## src/rtl/btn_pkg.sv

```systemverilog
// Shared types and constants for the button conditioning front end.
// Holds the per-channel FSM state type and the channel index map.
package btn_pkg;

  typedef enum logic [1:0] {
    IDLE      = 2'd0,
    HELD      = 2'd1,
    REPEATING = 2'd2
  } btn_state_t;

  localparam int BTN_START = 0;
  localparam int BTN_MIN   = 1;
  localparam int BTN_SEC   = 2;

  function automatic int max2(input int a, input int b);
    return (a > b) ? a : b;
  endfunction

endpackage

```

## src/rtl/btn_conditioner_if.sv

```systemverilog
// Button bus: raw levels in, debounced levels and press strobes out.
// master drives btn_raw; slave (the conditioner) drives level/pulse.
interface btn_conditioner_if #(
  parameter int N_BTN = 3
);
  logic [N_BTN-1:0] btn_raw;
  logic [N_BTN-1:0] btn_level;
  logic [N_BTN-1:0] btn_pulse;

  modport master (
    output btn_raw,
    input  btn_level,
    input  btn_pulse
  );

  modport slave (
    input  btn_raw,
    output btn_level,
    output btn_pulse
  );
endinterface

```

## src/rtl/btn_channel.sv

```systemverilog
// One button: 2-flop sync, counter debouncer, press/repeat FSM.
// Ports: i_clk, i_rst (async high), i_raw -> o_level, o_pulse.
module btn_channel
  import btn_pkg::*;
#(
  parameter int DEBOUNCE_CYCLES = 1_000_000,
  parameter int REPEAT_DELAY    = 50_000_000,
  parameter int REPEAT_PERIOD   = 20_000_000,
  parameter bit REPEAT_EN       = 1'b0
) (
  input  logic i_clk,
  input  logic i_rst,
  input  logic i_raw,
  output logic o_level,
  output logic o_pulse
);

  localparam int DW = $clog2(DEBOUNCE_CYCLES + 1);
  localparam int RMAX = max2(REPEAT_DELAY, REPEAT_PERIOD);
  localparam int RW = $clog2(RMAX + 1);

  localparam logic [DW-1:0] DB_LAST = DW'(DEBOUNCE_CYCLES - 1);
  localparam logic [RW-1:0] DLY_LAST = RW'(REPEAT_DELAY - 1);
  localparam logic [RW-1:0] PER_LAST = RW'(REPEAT_PERIOD - 1);

  logic          r_sync1;
  logic          r_sync2;
  logic          r_level;
  logic [DW-1:0] r_db_cnt;
  btn_state_t    r_state;
  logic [RW-1:0] r_rpt_cnt;
  logic          r_pulse;

  btn_state_t    w_state_nxt;
  logic [RW-1:0] w_cnt_nxt;
  logic          w_pulse_nxt;
  logic          w_toggle;
  logic          w_rise;
  logic          w_fall;

  // Level flips on this edge when the disagreement run completes.
  assign w_toggle = (r_sync2 != r_level) && (r_db_cnt == DB_LAST);
  assign w_rise   = w_toggle && !r_level;
  assign w_fall   = w_toggle && r_level;

  always_ff @(posedge i_clk or posedge i_rst) begin
    if (i_rst) begin
      r_sync1  <= 1'b0;
      r_sync2  <= 1'b0;
      r_level  <= 1'b0;
      r_db_cnt <= '0;
    end else begin
      r_sync1 <= i_raw;
      r_sync2 <= r_sync1;
      if (r_sync2 == r_level) begin
        r_db_cnt <= '0;
      end else if (w_toggle) begin
        r_db_cnt <= '0;
        r_level  <= ~r_level;
      end else begin
        r_db_cnt <= r_db_cnt + 1'b1;
      end
    end
  end

  always_ff @(posedge i_clk or posedge i_rst) begin
    if (i_rst) begin
      r_state   <= IDLE;
      r_rpt_cnt <= '0;
      r_pulse   <= 1'b0;
    end else begin
      r_state   <= w_state_nxt;
      r_rpt_cnt <= w_cnt_nxt;
      r_pulse   <= w_pulse_nxt;
    end
  end

  // Decisions use the level transition happening on this same edge,
  // so the press pulse lands on the first high cycle of o_level.
  always_comb begin
    w_state_nxt = r_state;
    w_cnt_nxt   = r_rpt_cnt;
    w_pulse_nxt = 1'b0;
    case (r_state)
      IDLE: begin
        w_cnt_nxt = '0;
        if (w_rise) begin
          w_pulse_nxt = 1'b1;
          w_state_nxt = HELD;
        end
      end
      HELD: begin
        if (w_fall) begin
          w_cnt_nxt   = '0;
          w_state_nxt = IDLE;
        end else if (!REPEAT_EN) begin
          w_cnt_nxt = '0;
        end else if (r_rpt_cnt == DLY_LAST) begin
          w_pulse_nxt = 1'b1;
          w_cnt_nxt   = '0;
          w_state_nxt = REPEATING;
        end else begin
          w_cnt_nxt = r_rpt_cnt + 1'b1;
        end
      end
      REPEATING: begin
        if (w_fall) begin
          w_cnt_nxt   = '0;
          w_state_nxt = IDLE;
        end else if (r_rpt_cnt == PER_LAST) begin
          w_pulse_nxt = 1'b1;
          w_cnt_nxt   = '0;
        end else begin
          w_cnt_nxt = r_rpt_cnt + 1'b1;
        end
      end
      default: begin
        w_cnt_nxt   = '0;
        w_state_nxt = IDLE;
      end
    endcase
  end

  assign o_level = r_level;
  assign o_pulse = r_pulse;

endmodule

```

## src/rtl/btn_conditioner.sv

```systemverilog
// Conditions N_BTN raw buttons into debounced levels and press strobes.
// Ports: clk_100MHz, reset (async high), bus (slave: raw in, level/pulse out).
module btn_conditioner
  import btn_pkg::*;
#(
  parameter int               N_BTN           = 3,
  parameter int               DEBOUNCE_CYCLES = 1_000_000,
  parameter int               REPEAT_DELAY    = 50_000_000,
  parameter int               REPEAT_PERIOD   = 20_000_000,
  parameter logic [N_BTN-1:0] REPEAT_MASK     = 3'b110
) (
  input  logic              clk_100MHz,
  input  logic              reset,
  btn_conditioner_if.slave  bus
);

  logic [N_BTN-1:0] w_level;
  logic [N_BTN-1:0] w_pulse;

  for (genvar g = 0; g < N_BTN; g++) begin : g_ch
    btn_channel #(
      .DEBOUNCE_CYCLES (DEBOUNCE_CYCLES),
      .REPEAT_DELAY    (REPEAT_DELAY),
      .REPEAT_PERIOD   (REPEAT_PERIOD),
      .REPEAT_EN       (REPEAT_MASK[g])
    ) u_ch (
      .i_clk   (clk_100MHz),
      .i_rst   (reset),
      .i_raw   (bus.btn_raw[g]),
      .o_level (w_level[g]),
      .o_pulse (w_pulse[g])
    );
  end

  assign bus.btn_level = w_level;
  assign bus.btn_pulse = w_pulse;

endmodule

```

## src/flat_wrapper.sv

```systemverilog
// flat-port wrapper written by rule: the top's interface ports become plain ports
module btn_conditioner_flat import btn_pkg::*;
#(
  parameter int               N_BTN           = 3,
  parameter int               DEBOUNCE_CYCLES = 1_000_000,
  parameter int               REPEAT_DELAY    = 50_000_000,
  parameter int               REPEAT_PERIOD   = 20_000_000,
  parameter logic [N_BTN-1:0] REPEAT_MASK     = 3'b110
)
  (clk_100MHz, reset, bus_btn_raw, bus_btn_level, bus_btn_pulse);
  btn_conditioner_if #(.N_BTN(N_BTN)) bus_i ();
  input  logic clk_100MHz;
  input  logic reset;
  input wire logic [$bits(bus_i.btn_raw)-1:0] bus_btn_raw;
  output wire logic [$bits(bus_i.btn_level)-1:0] bus_btn_level;
  output wire logic [$bits(bus_i.btn_pulse)-1:0] bus_btn_pulse;
  assign bus_i.btn_raw = bus_btn_raw;
  assign bus_btn_level = bus_i.btn_level;
  assign bus_btn_pulse = bus_i.btn_pulse;
  btn_conditioner #(.N_BTN(N_BTN), .DEBOUNCE_CYCLES(DEBOUNCE_CYCLES), .REPEAT_DELAY(REPEAT_DELAY), .REPEAT_PERIOD(REPEAT_PERIOD), .REPEAT_MASK(REPEAT_MASK)) u_core (.clk_100MHz(clk_100MHz), .reset(reset), .bus(bus_i));
endmodule
```

## config.mk

```make
export PLATFORM = sky130hd
export DESIGN_NAME = btn_conditioner_flat
export DESIGN_NICKNAME = d
export VERILOG_FILES = /design/src/rtl/btn_pkg.sv /design/src/rtl/btn_conditioner_if.sv /design/src/rtl/btn_channel.sv /design/src/rtl/btn_conditioner.sv /design/src/flat_wrapper.sv
export SDC_FILE = /design/constraint.sdc
export NUM_CORES = 1
export LEC_CHECK = 0
export ABC_AREA = 1
export CORE_ASPECT_RATIO = 1.75
export CORE_MARGIN = 3
export CORE_UTILIZATION = 30
export CTS_CLUSTER_DIAMETER = 200
export DETAILED_ROUTE_END_ITERATION = 10
export GPL_ROUTABILITY_DRIVEN = 0
export SYNTH_ARGS = -nofsm -noshare
export SYNTH_HDL_FRONTEND = slang
export SYNTH_HIERARCHICAL = 1
export SYNTH_SLANG_ARGS = --single-unit
```

## constraint.sdc

```tcl
create_clock -name clk_100MHz -period 1.9 [get_ports clk_100MHz]
set_input_delay 0.285 -clock clk_100MHz [delete_from_list [all_inputs] [get_ports clk_100MHz]]
set_output_delay 0.285 -clock clk_100MHz [all_outputs]
set_load 0.02 [all_outputs]
```

== After elaboration in Yosys (flattened, before gate mapping) ==
Index checks and enable logic that the tools add are counted.

* Add/subtract/negate cells: 6
* Equality and inequality tests: 28
* Muxes and demuxes: 48
* Bitwise operators: 6
* Reduce and logical (&&, ||, !) cells: 22

{| class="wikitable"
|+ Operator list
! kind !! number
|-
| 2-to-1 mux 26 bit || 11
|-
| 2-to-1 mux 20 bit || 6
|-
| case mux 26 bit (2 select lines) || 2
|-
| adder 26 x 1 -> 26 bit (second input constant) || 3
|-
| == test 26 x 25 -> 1 bit (second input constant) || 3
|-
| adder 20 x 1 -> 20 bit (second input constant) || 3
|-
| == test 20 bit (second input constant) || 3
|-
| == test 26 bit (second input constant) || 2
|-
| 2-to-1 mux 2 bit || 10
|-
| 2-to-1 mux 1 bit || 13
|-
| case mux 2 bit (3 select lines) || 2
|-
| != test 2 bit (second input constant) || 5
|-
| logical AND 1 bit || 9
|-
| AND reduction 2 bit || 4
|-
| == test 2 x 1 -> 1 bit (second input constant) || 3
|-
| == test 2 bit (second input constant) || 3
|-
| zero test 2 bit || 3
|-
| != test 3 bit (second input constant) || 2
|-
| NOT 1 bit || 6
|-
| case mux 1 bit (3 select lines) || 2
|-
| AND reduction 3 bit || 2
|-
| case mux 2 bit (2 select lines) || 1
|-
| == test 1 bit || 3
|-
| zero test 1 bit || 3
|-
| other kinds (4) || 6
|}

* Bits in registers: 156
* Input bits: 5
* Output and inout port bits: 6
* Word-level logic and storage cells: 131

== Logic depth before layout (Yosys ltp) ==
* Word-level depth: 5
* Depth in mapped cells: 11

== Hierarchy ==
The synthesis kept the hierarchy.

{| class="wikitable"
|+ By module, submodules not included
! module !! instances !! cells each !! area each (um^2) !! sequential area each (um^2)
|-
| btn_channel (u_core.g_ch[1].u_ch) || 1 || 379 || 3,191.8 || 1,301.2
|-
| btn_channel (u_core.g_ch[2].u_ch) || 1 || 375 || 2,900.3 || 1,301.2
|-
| btn_channel (u_core.g_ch[0].u_ch) || 1 || 174 || 1,378.8 || 625.6
|}

== Least setup slack after synthesis ==
Ideal clock, no wire load.

* Path type: flip-flop to flip-flop
* Start point: register u_core.g_ch[1].u_ch.r_rpt_cnt[0]
* End point: register u_core.g_ch[1].u_ch.r_rpt_cnt[13]
* Arrival time: 1,523 ps
* Required time: 1,776 ps
* Setup slack: 253 ps
* Stages on the path, launching flop included: 12
* Buffers on the path: 1
* Period minus slack after synthesis: 1,647 ps
* Cells stage by stage: dfrtp_1 > ha_1 > nand2_1 > nor2_2 > nand2_1 > nor2_1 > nand2_1 > nand3_2 > nand2_4 > nand2_8 > buf_12 > nor2_4

* Word-level cells in the longest chain between the ends: 4
* Elaborated cells between the ends (all ways): 8
* Those cells by class: add/sub (1); eq/ne (2); mux (5)

{| class="wikitable"
|+ RTL lines
! element !! RTL line !! text
|-
| start: declaration || btn_channel.sv:31 || <nowiki>logic [RW-1:0] r_rpt_cnt;</nowiki>
|-
| start signal: assignment || btn_channel.sv:73 || <nowiki>r_rpt_cnt <= w_cnt_nxt;</nowiki>
|-
| adder 26 x 1 -> 26 bit (tied with other cells) || btn_channel.sv:103, btn_channel.sv:114 ||
|-
| 2-to-1 mux 26 bit (on tied branches) || btn_channel.sv:110, btn_channel.sv:98 ||
|-
| 2-to-1 mux 26 bit (on tied branches) || btn_channel.sv:107, btn_channel.sv:93 ||
|-
| case mux 26 bit (2 select lines) (*) || btn_channel.sv:84 || <nowiki>case (r_state)</nowiki>
|-
| net u_core.g_ch[1].u_ch.w_cnt_nxt[13] || btn_channel.sv:35 || <nowiki>logic [RW-1:0] w_cnt_nxt;</nowiki>
|}

Mark *: on every way through the listed nets, which the timed path passes. The rest lies on a longest branch.
A chain may end at the register's enable or synchronous reset.

== Final worst setup path ==
* Start point: register u_core.g_ch[2].u_ch.r_level
* End point: output port bus_btn_level[2]

{| class="wikitable"
|+ RTL lines
! element !! RTL line !! text
|-
| start: declaration || btn_channel.sv:28 || <nowiki>logic r_level;</nowiki>
|-
| start signal: assignment || btn_channel.sv:59 || <nowiki>r_level <= ~r_level;</nowiki>
|-
| end: declaration || flat_wrapper.sv:15 || <nowiki>output wire logic [$bits(bus_i.btn_level)-1:0] bus_btn_level;</nowiki>
|}

No word-level cell between the ends.

==> out/summary.log <==
qor: timing.clock.fmax 559.7 MHz
qor: setup_path.worst_ep_arrival_time 1.50 ns
qor: setup_path.reg2reg_slack 0.15 ns
qor: setup_path.ff2ff_path_depth 9
qor: place.dp_hpwl 11480 um
qor: cells_and_area.layout.cell_area.non_filler 8701 um2
qor: die.placeableCoreArea 24210 um2
qor: setup_path.critPathLaunchType register
qor: global_routing.via_count_of_the_first_global_routing_pass 5878
qor: timing.finalMaxSlewViolations 0
qor: cells_and_area.storage_element_area 3228 um2
qor: global_routing.antenna_found_initial 0
qor: clock_tree.cts_made_buffers 17
qor: synthesis.synth.most_common_cell sky130_fd_sc_hd__nand2_1
qor: drt.via_per_inst 4.538
qor: setup_path.worst_reg2reg_startpoint u_core/g_ch[2].u_ch/r_db_cnt[0]
qor: synthesis.synth-warning-count 6
qor: place.portbufs 10
qor: die.die_w 125.3 um
qor: synthesis.synth.top_cells.by_count sky130_fd_sc_hd__nand2_1, sky130_fd_sc_hd__nor2_1, sky130_fd_sc_hd__dfrtp_1
qor: drt.detailedRoute.firstPassIterationCount 5
qor: synthesis.synth.ff_latch_count 129
qor: clock_tree.h-tree-depth 4
qor: setup_path.cp_num_cells 1
qor: cells_and_area.syn2layout_area_growth 16.46%
qor: drt.avgRoutedWirePerCell 11.96 um
qor: power.total_power_after_layout 0.006048 W
qor: synthesis.synth-main-ff-cell sky130_fd_sc_hd__dfrtp_1
qor: die.initial_core_util 0.3086
qor: timing.max-slew-margin-rel 0.6955
qor: clock_tree.cts-root-buf sky130_fd_sc_hd__clkbuf_16
qor: place.dpl_cell_area 8058 um2
qor: setup_path.critical_path.n_buffers_inverters 1
qor: timing.skew 0.008782 ns
qor: global_routing.wire_length_of_the_first_global_routing_pass 26500 um
qor: setup_path.timing_startpoint_of_the_critical_path u_core/g_ch[2].u_ch/o_level
qor: synthesis.synthDominantCellAreaShare 0.4321
qor: synthesis.syn_inst 928
qor: synthesis.synth.yosys.seq_area_share 0.4321
qor: setup_path.worst_path_max_delay_cell sky130_fd_sc_hd__clkdlybuf4s50_1
qor: clock_tree.numClockSinks 129
qor: die.row_count 75
qor: setup_path.path_delay_family buffers and inverters
qor: timing.finalSetupViolations 0
qor: drt.drt_first_iter_violations 395
qor: power.pwr_density_cell 695.1 nW/um2
qor: cells_and_area.fillers 2482
qor: drt.finalWirelength 15500 um
qor: cells_and_area.antenna_cells 0
qor: die.die_area 26910 um2
qor: setup_path.endpoint_kind output port
qor: cells_and_area.area_of_combinational_cells_with_multiple_inputs 3747 um2
qor: setup_path.critPathMaxFanout 4
qor: worst_hold_path.type_of_the_most_critical_hold_path in2async
qor: timing.worst_slew_pin_tran 0.4532 ns
qor: synthesis.synthesis.area_per_instance 8.051 um2
qor: synthesis.synth_cell_type_count 41
qor: setup_path.cell_by_cell_listing_of_the_critical_path clkdlybuf4s50_1
qor: setup_path.timing.critical_path.required 1.62 ns
qor: cells_and_area.drive_gt1_frac 0.1630
qor: setup_path.critical_path.max_stage_delay 0.65 ns
qor: run_status.run_status complete, no violations
qor: global_routing.track_usage 0.1195
qor: synthesis.post_synth_instance_area 7471 um2
qor: die.die-height 214.8 um
qor: flow_run.maxCapViolCount 0
qor: clock_tree.tritoncts done
qor: synthesis.synth_edf_count 0
qor: clock_tree.worstSkewPairLatency 0.43 ns
qor: clock_tree.cts.reportedPaths.clkPinSlew 0.06 ns
qor: power.vdd.ir_drop.worst 0.6520 mV
qor: drt.postRouteAntennaNets 0
qor: timing.share_of_the_clock_period_used_by_the_worst_path 0.9403
qor: clock_tree.bufs_on_longest_clock_path 2
qor: global_routing.pin_count_of_the_biggest_net_entering_global_routing 53
qor: setup_path.timing.setup.critical_path_class reg2out
qor: timing.finalHoldViolations 0
qor: drt.num_vias 5881
qor: synthesis.synth-async-reset-ratio 1.000
qor: global_routing.grt-ovfl-total 0
qor: cells_and_area.final_net_count 993
qor: die.number_of_ports_placed_on_the_die_boundary 11
qor: synthesis.netlist.top_cell.by_area sky130_fd_sc_hd__dfrtp_1
qor: power.static_power_due_to_leakage 3.762 nW
qor: drt.remaining_drcs 0
qor: timing.final_critical_path_time_including_i_o_delays_and_setup 1.787 ns
qor: synthesis.synthesis.nets 946
qor: synthesis.synth.area.top_cells sky130_fd_sc_hd__dfrtp_1, sky130_fd_sc_hd__nand2_1, sky130_fd_sc_hd__nor2_1
## cell families after synthesis
group | synth area share
fa+ha+maj | 0.02177
buf+inv | 0.06950
xor+xnor | 0.07268
compound gates | 0.03266
flops | 0.4321
simple gates | 0.3713
## path summary, 6_finish.rpt
kind                                                    to
min in group clk_100MHz        u_core/g_ch[2].u_ch/r_sync1
max in group asynchronous  u_core/g_ch[1].u_ch/r_db_cnt[3]
hold reg to reg                u_core/g_ch[1].u_ch/r_sync2
setup reg to reg           u_core/g_ch[2].u_ch/r_db_cnt[9]
setup / recovery                          bus_btn_level[2]
hold / removal             u_core/g_ch[0].u_ch/r_db_cnt[4]
## what timing repair did
action / in CTS / in global routing
gates resized for setup: 0 / 8
hold buffers: 0 / 0
endpoints found under the setup margin: 0 / 46
buffers inserted: 0 / 7
## routing by layer
layer | vias up | track usage | wire (um)
met1 | 2745 | 0.1218 | 6012
met2 | 89 | 0.2291 | 8663
met4 | 0 | 0.05355 | 415
met5 | - | 0 | 0
met3 | 32 | 0.02584 | 412
li1 | 3015 | - | -
## per-stage QoR
stage	instances	hold slack [ns]	TNS, ns	worst slack (ns)	utilization
after detailed placement	1257	0.3378	0	0.07984	0.3328
final	1296	0.3023	0	0.1134	0.3594
after floorplan	928	0.3123	0	0.2528	-
after CTS	1289	0.2847	0	0.02319	0.3560
after global placement	1257	0.3337	0	0.1315	0.3328
after global routing	1296	0.2853	-0.01278	-0.006835	0.3594
## sequential cells by signal (all words and copies together) (netlist names)
register	count
u_core/g_ch.u_ch/o_level	3
u_core/g_ch.u_ch/o_pulse	3
u_core/g_ch.u_ch/r_db_cnt	60
u_core/g_ch.u_ch/r_rpt_cnt	52
u_core/g_ch.u_ch/r_state	5
u_core/g_ch.u_ch/r_sync1	3
u_core/g_ch.u_ch/r_sync2	3
## power breakdown
| part | total (W) | switching [W] | leakage (nW) | internal (W) |
|---|---|---|---|---|
| clock network | 0.00311 | 0.00130 | 0.267 | 0.00181 |
| logic | 0.000153 | 0.000109 | 1.71 | 0.0000441 |
| registers | 0.00278 | 0.0000153 | 1.78 | 0.00277 |
## layout make-up
cell class,count,share of cell area
inverters,116,0.05033
flip-flops and latches,129,0.3710
clock inverters,14,0.01524
well taps,308,0.04429
repair buffers,35,0.03911
clock buffers,18,0.04932
multi-input cells,676,0.4307
## cells in the final DEF (no fill, tap or decap), types with 26 or more instances in the layout
cell                        n
sky130_fd_sc_hd__dfrtp_1  129
sky130_fd_sc_hd__nor2_4    27
sky130_fd_sc_hd__nor3_1    27
sky130_fd_sc_hd__xor2_1    48
sky130_fd_sc_hd__nand2_1  196
sky130_fd_sc_hd__nand3_1   57
sky130_fd_sc_hd__nor2_1   166
sky130_fd_sc_hd__inv_1     93
sky130_fd_sc_hd__nand4_1   26
No activity file was read; power rests on OpenSTA's default activity.
